==> src/rtl/i2c_pkg.sv <==
// i2c_pkg: state codes, quarter encoding and ACK levels shared by the I2C master, ILA decode and LEDs
package i2c_pkg;
    typedef enum logic [3:0] {
        S_IDLE      = 4'd0,
        S_START     = 4'd1,
        S_ADDR      = 4'd2,
        S_ADDR_ACK  = 4'd3,
        S_WRITE     = 4'd4,
        S_WRITE_ACK = 4'd5,
        S_READ      = 4'd6,
        S_READ_ACK  = 4'd7,
        S_STOP      = 4'd8,
        S_WAIT_TX   = 4'd9,
        S_WAIT_RX   = 4'd10
    } state_t;
    localparam logic [1:0] Q0 = 2'd0;
    localparam logic [1:0] Q1 = 2'd1;
    localparam logic [1:0] Q2 = 2'd2;
    localparam logic [1:0] Q3 = 2'd3;
    localparam logic ACK  = 1'b0;
    localparam logic NACK = 1'b1;
endpackage

==> src/rtl/i2c_quarter_timer.sv <==
// i2c_quarter_timer: divides clk into SCL quarter-bits; hold parks the timer at the start of a bit
module i2c_quarter_timer #(
    parameter int CLK_DIV = 250
) (
    input  logic       i_clk,
    input  logic       i_reset,
    input  logic       i_hold,
    output logic       o_tick,
    output logic [1:0] o_quarter
);
    import i2c_pkg::*;
    localparam int W = (CLK_DIV > 1) ? $clog2(CLK_DIV) : 1;
    localparam logic [W-1:0] LAST = W'(CLK_DIV - 1);
    logic [W-1:0] r_cnt;
    logic [1:0]   r_q;
    assign o_tick    = !i_hold && r_cnt == LAST;
    assign o_quarter = r_q;
    // clock divider and quarter index, both cleared while held so a bit restarts cleanly at Q0
    always_ff @(posedge i_clk) begin
        if (i_reset || i_hold) begin
            r_cnt <= '0;
            r_q   <= Q0;
        end else if (o_tick) begin
            r_cnt <= '0;
            r_q   <= r_q + 2'd1;
        end else begin
            r_cnt <= r_cnt + 1'b1;
        end
    end
endmodule

==> src/rtl/i2c_master_core.sv <==
// i2c_master_core: byte-level I2C master with TX pop / RX push handshakes and registered open-drain requests
module i2c_master_core #(
    parameter int CLK_DIV   = 250,
    parameter int MAX_BYTES = 16
) (
    input  logic       i_clk,
    input  logic       i_reset,
    input  logic       i_go,
    input  logic [6:0] i_addr,
    input  logic       i_rw,
    input  logic [4:0] i_byte_count,
    input  logic [7:0] i_tx_data,
    input  logic       i_tx_valid,
    output logic       o_tx_ready,
    output logic [7:0] o_rx_data,
    output logic       o_rx_valid,
    input  logic       i_rx_ready,
    input  logic       i_sda_in,
    output logic       o_scl,
    output logic       o_sda_out,
    output logic       o_test_out,
    output logic       o_busy,
    output logic       o_ack_error,
    output logic [3:0] o_state,
    output logic [4:0] o_phase
);
    import i2c_pkg::*;
    localparam logic [4:0] CNT_MAX = 5'(MAX_BYTES);
    state_t     r_state, w_next;
    logic [2:0] r_bit;
    logic [7:0] r_shift, r_rx_data;
    logic [4:0] r_count;
    logic       r_rw, r_ack, r_ack_error, r_tx_ready, r_rx_valid, r_scl, r_sda, r_test, r_busy;
    logic       w_tick, w_hold, w_sample, w_bit_end, w_last_bit, w_more, w_lo, w_go, w_load, w_rx_push;
    logic       w_shift_bits, w_scl, w_sda, w_test;
    logic [1:0] w_q;

    assign w_hold       = r_state == S_IDLE || r_state == S_WAIT_TX || r_state == S_WAIT_RX;
    assign w_sample     = w_tick && w_q == Q2;
    assign w_bit_end    = w_tick && w_q == Q3;
    assign w_last_bit   = r_bit == 3'd0;
    assign w_more       = r_count != 5'd0;
    assign w_lo         = w_q == Q0 || w_q == Q1;
    assign w_go         = i_go && r_state == S_IDLE;
    assign w_load       = w_next == S_WRITE && r_state != S_WRITE;
    assign w_rx_push    = w_next == S_READ_ACK && r_state != S_READ_ACK;
    assign w_shift_bits = r_state == S_ADDR || r_state == S_WRITE || r_state == S_READ;

    i2c_quarter_timer #(.CLK_DIV(CLK_DIV)) u_timer (
        .i_clk     (i_clk),
        .i_reset   (i_reset),
        .i_hold    (w_hold),
        .o_tick    (w_tick),
        .o_quarter (w_q)
    );

    // state register
    always_ff @(posedge i_clk) begin
        if (i_reset) r_state <= S_IDLE;
        else         r_state <= w_next;
    end

    // next state plus SCL/SDA/test decode; states change only at bit ends except IDLE and the WAIT states
    always_comb begin
        w_next = r_state;
        w_scl  = 1'b1;
        w_sda  = 1'b1;
        w_test = 1'b1;
        case (r_state)
            S_IDLE: if (w_go) w_next = S_START;
            S_START: begin
                w_sda = w_lo;
                if (w_bit_end) w_next = S_ADDR;
            end
            S_ADDR, S_WRITE: begin
                w_scl = !w_lo;
                w_sda = r_shift[7];
                if (w_bit_end && w_last_bit) w_next = (r_state == S_ADDR) ? S_ADDR_ACK : S_WRITE_ACK;
            end
            S_ADDR_ACK, S_WRITE_ACK: begin
                w_scl  = !w_lo;
                w_test = w_q != Q2;
                if (w_bit_end)
                    w_next = (r_ack == NACK || !w_more) ? S_STOP :
                             r_rw ? S_READ : (i_tx_valid ? S_WRITE : S_WAIT_TX);
            end
            S_WAIT_TX: begin
                w_scl = 1'b0;
                if (i_tx_valid) w_next = S_WRITE;
            end
            S_READ: begin
                w_scl  = !w_lo;
                w_test = w_q != Q2;
                if (w_bit_end && w_last_bit) w_next = i_rx_ready ? S_READ_ACK : S_WAIT_RX;
            end
            S_WAIT_RX: begin
                w_scl = 1'b0;
                if (i_rx_ready) w_next = S_READ_ACK;
            end
            S_READ_ACK: begin
                w_scl = !w_lo;
                w_sda = w_more ? ACK : NACK;
                if (w_bit_end) w_next = w_more ? S_READ : S_STOP;
            end
            S_STOP: begin
                w_scl = !w_lo;
                w_sda = w_q == Q3;
                if (w_bit_end) w_next = S_IDLE;
            end
            default: w_next = S_IDLE;
        endcase
    end

    // datapath: request latching, shift register, byte counter, ACK tracking and registered pad outputs
    always_ff @(posedge i_clk) begin
        if (i_reset) begin
            r_bit       <= 3'd7;
            r_shift     <= '0;
            r_count     <= '0;
            r_rw        <= 1'b0;
            r_ack       <= ACK;
            r_ack_error <= 1'b0;
            r_tx_ready  <= 1'b0;
            r_rx_valid  <= 1'b0;
            r_rx_data   <= '0;
            r_scl       <= 1'b1;
            r_sda       <= 1'b1;
            r_test      <= 1'b1;
            r_busy      <= 1'b0;
        end else begin
            r_tx_ready <= w_load;
            r_rx_valid <= w_rx_push;
            r_scl      <= w_scl;
            r_sda      <= w_sda;
            r_test     <= w_test;
            r_busy     <= w_next != S_IDLE;
            if (w_go) begin
                r_shift     <= {i_addr, i_rw};
                r_rw        <= i_rw;
                r_count     <= (i_byte_count > CNT_MAX) ? CNT_MAX : i_byte_count;
                r_ack_error <= 1'b0;
                r_bit       <= 3'd7;
            end else begin
                if (w_load) r_shift <= i_tx_data;
                else if (r_state == S_READ && w_sample) r_shift <= {r_shift[6:0], i_sda_in};
                else if ((r_state == S_ADDR || r_state == S_WRITE) && w_bit_end) r_shift <= {r_shift[6:0], 1'b0};
                if (w_shift_bits && w_bit_end) r_bit <= r_bit - 3'd1;
                if (w_shift_bits && r_state != S_ADDR && w_bit_end && w_last_bit) r_count <= r_count - 5'd1;
                if (w_sample) r_ack <= i_sda_in;
                if ((r_state == S_ADDR_ACK || r_state == S_WRITE_ACK) && w_bit_end && r_ack == NACK) r_ack_error <= 1'b1;
                if (w_rx_push) r_rx_data <= r_shift;
            end
        end
    end

    assign o_tx_ready  = r_tx_ready;
    assign o_rx_valid  = r_rx_valid;
    assign o_rx_data   = r_rx_data;
    assign o_scl       = r_scl;
    assign o_sda_out   = r_sda;
    assign o_test_out  = r_test;
    assign o_busy      = r_busy;
    assign o_ack_error = r_ack_error;
    assign o_state     = r_state;
    assign o_phase     = {w_shift_bits ? r_bit : 3'd0, w_q};
endmodule

==> config.mk <==
export PLATFORM = sky130hd
export DESIGN_NAME = i2c_master_core
export DESIGN_NICKNAME = d
export VERILOG_FILES = /design/src/rtl/i2c_pkg.sv /design/src/rtl/i2c_quarter_timer.sv /design/src/rtl/i2c_master_core.sv
export SDC_FILE = /design/constraint.sdc
export NUM_CORES = 1
export LEC_CHECK = 0
export BUFFER_PORTS_ARGS = -buffer_cell sky130_fd_sc_hd__buf_2
export CORE_MARGIN = 1.5
export CORE_UTILIZATION = 50
export DETAILED_ROUTE_END_ITERATION = 6
export PLACE_DENSITY_LB_ADDON = 0.12
export SLEW_MARGIN = 20
export SYNTH_ARGS = -nofsm -noshare
export SYNTH_HDL_FRONTEND = slang
export SYNTH_HIERARCHICAL = 1
export SYNTH_SLANG_ARGS = --single-unit
==> constraint.sdc <==
create_clock -name i_clk -period 3.45 [get_ports i_clk]
set_clock_uncertainty 0.15 [all_clocks]
set_input_delay 0.69 -clock i_clk [delete_from_list [all_inputs] [get_ports i_clk]]
set_output_delay 0.69 -clock i_clk [all_outputs]
set_load 0.1 [all_outputs]
# After elaboration in Yosys (flattened, before gate mapping)

Index checks and enable logic that the tools add are counted.

Reductions and logical operators: 43
$lt $le $gt $ge: 1
Div/mod/pow operators: 0
Multiply operators: 0
Bitwise operators: 2
Equal/unequal tests: 20
Shifts and indexed selects: 0
Add/sub/neg operators: 4
Muxes and demuxes: 27

Operators by type and width:

| operator                                                            | count |
|---|---|
| 4-bit two-way mux                                                   | 14 |
| 4-bit one-hot mux with 9 select lines                               | 1 |
| 8-bit two-way mux                                                   | 4 |
| 4-bit by 3-bit == test with 1-bit output (second input constant)    | 6 |
| 1-bit logical AND                                                   | 15 |
| 5-bit two-way mux                                                   | 3 |
| 4-bit == test (second input constant)                               | 3 |
| 2-bit OR reduction                                                  | 6 |
| 8-bit by 1-bit adder with 8-bit output (second input constant)      | 1 |
| 4-bit by 2-bit == test with 1-bit output (second input constant)    | 2 |
| 8-bit == test (second input constant)                               | 1 |
| 1-bit logical OR                                                    | 8 |
| 4-bit by 3-bit != test with 1-bit output (second input constant)    | 2 |
| 4-bit nonzero test                                                  | 2 |
| 7-bit OR reduction                                                  | 1 |
| 3-bit two-way mux                                                   | 2 |
| 5-bit greater-than comparator (second input constant)               | 1 |
| 5-bit nonzero test                                                  | 1 |
| 5-bit by 1-bit subtractor with 5-bit output (second input constant) | 1 |
| 2-bit == test (second input constant)                               | 2 |
| 4-bit by 1-bit == test with 1-bit output (second input constant)    | 1 |
| 4-bit logical NOT                                                   | 1 |
| 4-bit by 2-bit != test with 1-bit output (second input constant)    | 1 |
| 1-bit one-hot mux with 4 select lines                               | 1 |
| 13 further kinds                                                    | 17 |

Input port bits: 27
Word-level logic and storage cells: 113
Memory bits (read-only): 0
Memory bits (writable): 0
Bits in latches: 0
Register bits: 47
Output and inout port bits: 24
Memories: 0

# Longest topological paths before layout

Gate-level depths: netlist of the first run.

Word-level depth: 13
Depth in mapped cells: 18
Depth with buffers taken out: 15

# Cells and area by module

Netlist of the first run, hierarchy kept.

By module, submodules not included:

| module            | cells an instance | area each (um^2) | times used |
|---|---|---|---|
| i2c_master_core   | 268               | 2118.3           | 1 |
| i2c_quarter_timer | 50                | 461.7            | 1 |

# Least setup slack after synthesis of the first run

OpenSTA, ideal clock, no wires.

Path kind: reg2out
Start point: register r_state[1] (netlist: o_state[1])
End point: output port o_phase[2]
Cell stages (with the launch flop): 5
Required time: 2.610 ns
Path slack: -1.869 ns
Buffers on the path: 2
Arrival: 4.479 ns
Cells stage by stage: dfxtp_1 buf_2 clkbuf_1 nor2_1 nor4_1

Word-level cells in the longest chain between the ends: 4
Elaborated cells between the ends (all ways): 6
Classes of those cells: eq/ne: 3; mux: 1; reduce/logical: 2

RTL lines:

| element                                                                                                     | line                   | RTL |
|---|---|---|
| start: declaration                                                                                          | i2c_master_core.sv:29  | `state_t r_state, w_next;` |
| start signal: assignment                                                                                    | i2c_master_core.sv:60  | `else r_state <= w_next;` |
| 4-bit by 2-bit == test with 1-bit output / 4-bit by 3-bit == test with 1-bit output (equally long branches) | i2c_master_core.sv:47  | `assign w_shift_bits = r_state == S_ADDR \|\| r_state == S_WRITE \|\| r_state == S_READ;` |
| 1-bit logical OR                                                                                            | i2c_master_core.sv:47  |  |
| 1-bit logical OR (*)                                                                                        | i2c_master_core.sv:47  |  |
| 3-bit two-way mux (*)                                                                                       | i2c_master_core.sv:165 | `assign o_phase = {w_shift_bits ? r_bit : 3'd0, w_q};` |
| end: declaration                                                                                            | i2c_master_core.sv:25  | `output logic [4:0] o_phase` |

Mark *: on every way between the ends. The rest lies on a longest branch, timed or not.

# Worst setup path in the final report of the first run

Start point: register r_state[3] (netlist: o_state[3])
End point: register r_shift[2]

Word-level cells in the longest chain between the ends: 13
Elaborated cells between the ends (all ways): 42
Classes of those cells: eq/ne: 12; mux: 14; reduce/logical: 16

RTL lines:

| element                                                   | line                                         | RTL |
|---|---|---|
| 4-bit == test / 4-bit logical NOT (equally long branches) | i2c_master_core.sv:38                        | `assign w_hold = r_state == S_IDLE \|\| r_state == S_WAIT_TX \|\| r_state == S_WAIT_RX;` |
| 1-bit logical OR                                          | i2c_master_core.sv:38                        |  |
| 1-bit logical OR (*)                                      | i2c_master_core.sv:38                        |  |
| via w_hold                                                | i2c_master_core.sv:34                        | `logic w_tick, w_hold, w_sample, w_bit_end, w_last_bit, w_more, w_lo, w_go, w_load, w_rx_push;` |
| 1-bit logical NOT (*)                                     | i2c_quarter_timer.sv:16                      | `assign o_tick = !i_hold && r_cnt == LAST;` |
| 1-bit logical AND (*)                                     | i2c_quarter_timer.sv:16                      |  |
| via w_tick                                                | i2c_master_core.sv:34                        |  |
| 1-bit logical AND                                         | i2c_master_core.sv:40                        | `assign w_bit_end = w_tick && w_q == Q3;` |
| 1-bit logical AND                                         | i2c_master_core.sv:78, i2c_master_core.sv:94 |  |
| 4-bit two-way mux, on equally long branches               | i2c_master_core.sv:94, i2c_master_core.sv:78 |  |
| 4-bit one-hot mux with 9 select lines                     | i2c_master_core.sv:69                        | `case (r_state)` |
| 4-bit by 3-bit == test with 1-bit output                  | i2c_master_core.sv:45                        | `assign w_load = w_next == S_WRITE && r_state != S_WRITE;` |
| 1-bit logical AND                                         | i2c_master_core.sv:45                        |  |
| 8-bit two-way mux                                         | i2c_master_core.sv:144                       | `if (w_load) r_shift <= i_tx_data;` |
| 8-bit two-way mux                                         | i2c_master_core.sv:137                       | `if (w_go) begin` |
| end signal: assignment                                    | i2c_master_core.sv:138                       | `r_shift <= {i_addr, i_rw};` |
| end signal: assignment                                    | i2c_master_core.sv:144                       |  |
| end signal: assignment                                    | i2c_master_core.sv:145                       | `else if (r_state == S_READ && w_sample) r_shift <= {r_shift[6:0], i_sda_in};` |
| end: declaration                                          | i2c_master_core.sv:31                        | `logic [7:0] r_shift, r_rx_data;` |

The timed path passes the listed nets; every way through them passes the cells marked *.
A chain may end at the register's enable or synchronous reset.

==> flow_summary.yaml, run 1 <==
floorplanning:
  die_area_um2: 5600
  chipWidth_um: 74.83
  coreArea_um2: 4848
  ioPinCount: 51
  num_rows: 25
  initial_core_util_pct: 53.21
  die_y_um: 74.83
route:
  drt-initial-drc-count: 154
  vias: 2467
  antenna_left: 0
  wire_per_inst_um: 14.59
  wl_mm: 6.493
  route.detailed.drc: 0
  first_pass_iters: 4
  via_per_inst: 5.544
yosys:
  synth_area_per_cell_um2: 8.113
  synth_edf_count: 0
  seq_area_frac_synth_pct: 36.47
  synthCells: 318
  yosysMostFrequentCell: "nor2_1"
  async_reset_ff_share_pct: 0
  syn_nets: 351
  synth_flop_cell: "dfxtp_1"
  synthTopCellsByArea: "dfxtp_1 36%, nor2_1 8.3%, mux2i_1 3.1%, nor3_1 3.1%, mux2_2 3.1%"
  yosysWarnings: 6
  synth.cells.most_frequent: "57 x nor2_1, 47 x dfxtp_1, 18 x inv_1"
  synth.distinct_cells: 57
  syn-cell-area_um2: 2580
  synth_top_area_share_pct: 36.47
  yosys.area.top_type: "dfxtp_1"
  synth_seq_cells: 47
global_routing:
  antenna_found_initial: 0
  grt_start_max_net_pins: 34
  grt_pass1_vias: 2108
  grt.total_usage_pct: 23.41
  grt_first_pass_wirelength_mm: 10.11
  grt.overflow.total: 0
cts:
  cts_max_path_buffers: 2
  cts_num_sinks: 47
  worstSkewPairLatency_ns: 0.30
  cts_tree: "built"
  cts_htree_levels: 2
  cts_root_buffer: "clkbuf_8"
  cts.reportedPaths.clkPinSlew_ns: 0.09
  numCtsBuffers: 5
  hold_buffers: 0
final_layout:
  nFillCells: 417
  area_growth_pct: 25.17
  final_cell_count_no_fill: 445
  final_util_pct: 66.61
  nets: 410
  antennaDiodeCount: 0
  drive_gt1_share_pct: 30.95
pwr:
  pwr-share-clk_pct: 39.8
  p_leak_uw: 0.001333
  p_sw_share_pct: 24.86
  p_seq_share_pct: 47.1
  p_per_area_nw_per_um2: 373.7
  irDropWorstVdd_mv: 0.2717
  p_int_uw: 906.8
  p_comb_share_pct: 13.2
  switchingPower_uw: 300.0
setup_path:
  crit_start: "o_state[3]"
  path_max_fanout: 7
  critPathMostFrequentCell: "inv_2"
  cp-start-kind: "register"
  end_kind: "register"
  cpPeakStageDelay_ns: 0.49
  critPathBufInv: 2
  crit_slowest_cell: "or4_4"
  cp.arrival_ns: 3.40
  cp_top_family: "simple AND/OR/NAND/NOR gates"
  worstReg2RegStart: "o_state[3]"
  critPathKind: "register to register"
  r2r_slack_ns: 0.1
  cp_cell_sequence: "inv_2, nor2_4, nor3_2, a21oi_2, nor2_2, and4bb_2, nand2_2, inv_2, nand3_4, or3_4, a21o_1, a211oi_2, and4b_4, or4_4, o32ai_1"
  cp.required_ns: 3.50
sta:
  fmax_ghz: 0.2982
  slew_viol_final: 0
  relSlewSlack_pct: 52.14
  period_needed_ns: 3.354
  fin_crit_sh_pct: 97.21
  setup_violations: 0
  tightest_slew_ns: 0.7158
  finalHoldViolCount: 0
  setup-tns-final_ns: 0
place:
  portBuffers: 50
  gp_congestion: 0.9759
  hpwlAfterDp_mm: 4.580
  placed_cells: 434
run:
  cap_violations: 0
worst_hold_path:
  min_from: "r_shift[3]"
  hold_class: "register to register"
run_status:
  status: "finished clean"
==> timing repair <==
item                                    4_1_cts  5_1_grt
resized for setup                             0        9
setup buffers                                 0        3
endpoints found under the setup margin        0       13
==> power by group through the flow <==
stage | clock (uW) | sequential, uW | combinational [uW]
2_1_floorplan | 0 | 597 | 93.2
3_3_place_gp | 0 | 581 | 155
3_5_place_dp | 0 | 581 | 157
4_1_cts | 487 | 568 | 158
5_1_grt | 509 | 571 | 173
6_report | 480 | 568 | 159
==> tightest hold or removal path: cells and delay by family (launching register included) <==
family                 cells  cell delay, ns
DFF                        1            0.33
buffers and inverters      1            0.05
AOI/OAI and AO/OA          1            0.05
==> routing by layer <==
layer  track usage [%]  share of wire [%]  wire [um]
met1             32.50                 45       2928
met2             37.46                 48       3136
met3             4.016                5.0        325
met4             6.869                1.6        103
met5                 0                  0          0
==> area by class of cell <==
| type | count | area, um^2 | area share, % |
|---|---|---|---|
| Clock inverter | 2 | 60.06 | 1.860 |
| Timing Repair Buffer | 72 | 422.9 | 13.10 |
| Clock buffer | 6 | 72.57 | 2.247 |
| Sequential cell | 47 | 955.9 | 29.60 |
| Tap cell | 67 | 83.83 | 2.596 |
| Inverter | 18 | 67.56 | 2.092 |
| Multi-Input combinational cell | 233 | 1567 | 48.51 |
==> path summary, 6_finish.rpt <==
check,end,cells after the start
setup / recovery,r_shift[2],15
hold / removal,r_shift[3],2
setup reg to reg,r_shift[2],15
hold reg to reg,r_shift[3],2
==> cell families (layout without fill, tap and decap cells) <==
logic type	Yosys count	in the layout	share of synthesized area, %
buffers and inverters	38	98	6.159
adder cells (fa/ha/maj)	6	6	2.910
XOR/XNOR	13	13	4.413
multiplexers	15	15	6.159
AND/OR/NAND/NOR	140	140	28.27
AO/OA/AOI/OAI	59	59	15.62
flip-flops	47	47	36.47
==> per-stage QoR <==
step / instance area (um^2) / total power, uW / setup WS (ns) / hold WS (ns)
detailed placement: 3042 / 737.7 / 0.05293 / 0.3118
global route: 3229 / 1254 / -0.04459 / 0.3399
floorplan: 2698 / 689.9 / -0.2599 / 0.2834
CTS: 3174 / 1213 / 0.02423 / 0.3310
global placement: 3042 / 735.3 / 0.1348 / 0.2987
finish: 3229 / 1207 / 0.09616 / 0.3258
==> flip-flops by register name, summed over array words and instances (netlist names), 2 cells and up <==
signal,flops
o_rx_data,8
o_state,4
r_bit,3
r_count,5
r_shift,8
u_timer/o_quarter,2
u_timer/r_cnt,8
==> placed cells by master, fill, tap and decap left out, types with 4 or more instances in the layout <==
cell type  synthesis  final
clkbuf_8           0      5
dfxtp_4            0      4
and3_1             6      5
nor3_1            16     15
mux2i_1            8      8
a21oi_1           15     14
nand3_1            8      8
xnor2_1            7      7
nor2_1            57     54
ha_1               6      6
a211oi_1           4      4
a21o_1             4      4
a31oi_1            6      5
nor2b_1            6      6
buf_4              0     20
o32ai_1            8      7
xor2_1             6      6
buf_2              7     50
mux2_2             7      7
inv_1             18     15
o21ai_0            7      6
dfxtp_1           47     43
nand2_1           17     17
Power figures use the tool's default switching activity.
==> run 2, diff against run 1 <==
--- a/config.mk
+++ b/config.mk
@@ -9,7 +9,7 @@
 export CORE_MARGIN = 1.5
 export CORE_UTILIZATION = 50
 export DETAILED_ROUTE_END_ITERATION = 6
-export PLACE_DENSITY_LB_ADDON = 0.12
+export PLACE_DENSITY = 0.76
 export SLEW_MARGIN = 20
 export SYNTH_ARGS = -nofsm -noshare
 export SYNTH_HDL_FRONTEND = slang
==> flow_summary.yaml, run 2 (same netlist as run 1, synthesis figures left out) <==
run_status:
  status: "finished clean"
floorplanning:
  ioPinCount: 51
  die_y_um: 74.83
  chipWidth_um: 74.83
  num_rows: 25
  die_area_um2: 5600
  initial_core_util_pct: 53.21
  coreArea_um2: 4848
sta:
  final.setup.worst_slack_ns: 0.1265
  finalHoldViolCount: 0
  relSlewSlack_pct: 58.31
  setup-tns-final_ns: 0
  tightest_slew_ns: 0.6253
  period_needed_ns: 3.323
  rsz0062_at_grt: "false"
  fmax_ghz: 0.3009
  setup_violations: 0
  slew_viol_final: 0
  fin_crit_sh_pct: 96.33
final_layout:
  final_area_um2: 3204
  final_util_pct: 66.09
  multi_input_area_um2: 1592
  final_cell_count_no_fill: 445
  antennaDiodeCount: 0
  layout_common_cells: "54 x nor2_1, 50 x buf_2, 43 x dfxtp_1"
  ff_latch_area_um2: 955.9
  area_growth_pct: 24.20
  nets: 410
  nFillCells: 416
  final_common_cell: "nor2_1"
  drive_gt1_share_pct: 31.48
setup_path:
  cp_top_family: "simple AND/OR/NAND/NOR gates"
  cpPeakStageDelay_ns: 0.40
  path_max_fanout: 5
  cp.arrival_ns: 3.38
  critPathKind: "register to register"
  crit_slowest_cell: "dfxtp_4"
  cp.required_ns: 3.51
  critPathMostFrequentCell: "inv_2"
  end_kind: "register"
  cp_cell_sequence: "inv_2, nor2_4, nor3_2, a21oi_2, nor2_2, and4bb_2, nand2_2, inv_2, nand3_4, or3_1, a21o_1, a211oi_2, and4b_4, buf_4, mux2_2, o32ai_1"
  cp-start-kind: "register"
  critPathBufInv: 3
cts:
  cts_htree_levels: 2
  cts_root_buffer: "clkbuf_8"
  numCtsBuffers: 5
  cts_num_sinks: 47
  cts_tree: "built"
  worstSkewPairLatency_ns: 0.31
  cts_max_path_buffers: 2
  cts.reportedPaths.clkPinSlew_ns: 0.09
route:
  first_pass_iters: 5
  wl_mm: 6.641
  route.detailed.drc: 0
  drt-initial-drc-count: 221
  wire_per_inst_um: 14.92
  vias: 2532
  antenna_left: 0
  via_per_inst: 5.690
run:
  cap_violations: 0
pwr:
  irDropWorstVdd_mv: 0.2912
  p_leak_uw: 0.001337
  p_per_area_nw_per_um2: 335.0
place:
  post_dp_cell_area_um2: 3034
  gp_congestion: 0.9245
  hpwlAfterDp_mm: 4.749
  placed_cells: 433
  portBuffers: 50
  place_ws_ns: 0.01721
global_routing:
  grt.total_usage_pct: 24.00
  grt.overflow.total: 0
  grt_pass1_vias: 2175
  grt_start_max_net_pins: 34
  antenna_found_initial: 0
  grt_first_pass_wirelength_mm: 10.35
worst_hold_path:
  hold_class: "register to register"
## run 2: cell types whose count changed in the layout (fill, tap and decap cells not counted), sizes merged
| cell | previous run | this run |
|---|---|---|
| bufinv | 2 | 0 |
| clkinv | 0 | 2 |
## run 2: worst register-to-register path, cell delays in order, from the launching register on
cell and delay [ns]:
dfxtp_4 0.40, inv_2 0.07, nor2_4 0.11, nor3_2 0.05, a21oi_2 0.12, nor2_2 0.06, and4bb_2 0.31, nand2_2 0.08
inv_2 0.09, nand3_4 0.10, or3_1 0.34, a21o_1 0.17, a211oi_2 0.24, and4b_4 0.25, buf_4 0.15, mux2_2 0.26
o32ai_1 0.28
## run 2: metal layers
layer,GRT usage [%],up-vias,routed length (um)
met2,40.81,105,3216
met4,7.273,0,92
li1,-,1246,-
met1,31.40,1166,2942
met5,0,-,0
met3,3.748,15,389
## run 2: report_power, final
part	switching [uW]	internal, uW	total [uW]
clock network	194	146	340
registers	14.5	555	569
logic	99.1	65.5	165
total	307	766	1070
## run 2: metrics by stage
step	total power (uW)	hold WS, ns
after floorplan	689.9	0.2834
after global placement	736.1	0.3001
after detailed placement	739.3	0.3198
after CTS	1074	0.3330
after global routing	1119	0.3594
final	1074	0.3327
## run 2: final cells by class
cell class                      instances  area share (%)
Multi-Input combinational cell        233           49.67
Sequential cell                        47           29.83
Tap cell                               67           2.616
Clock inverter                          2          0.5467
Inverter                               18           2.109
Timing Repair Buffer                   72           12.96
Clock buffer                            6           2.265
## run 2: worst paths after layout
path	start	end	slack [ns]	depth (start not counted)
max	o_state[0]	r_shift[4]	0.13	16
min	r_shift[3]	r_shift[3]	0.33	2
max reg2reg	o_state[0]	r_shift[4]	0.13	16
min reg2reg	r_shift[3]	r_shift[3]	0.33	2
## run 2: what timing repair did
action,in CTS,in global routing
hold buffers,0,0
pin swaps,0,4
setup buffers,2,2
cloned,0,0
hold endpoints to repair,0,0
resized for setup,0,9
endpoints found under the setup margin,2,16
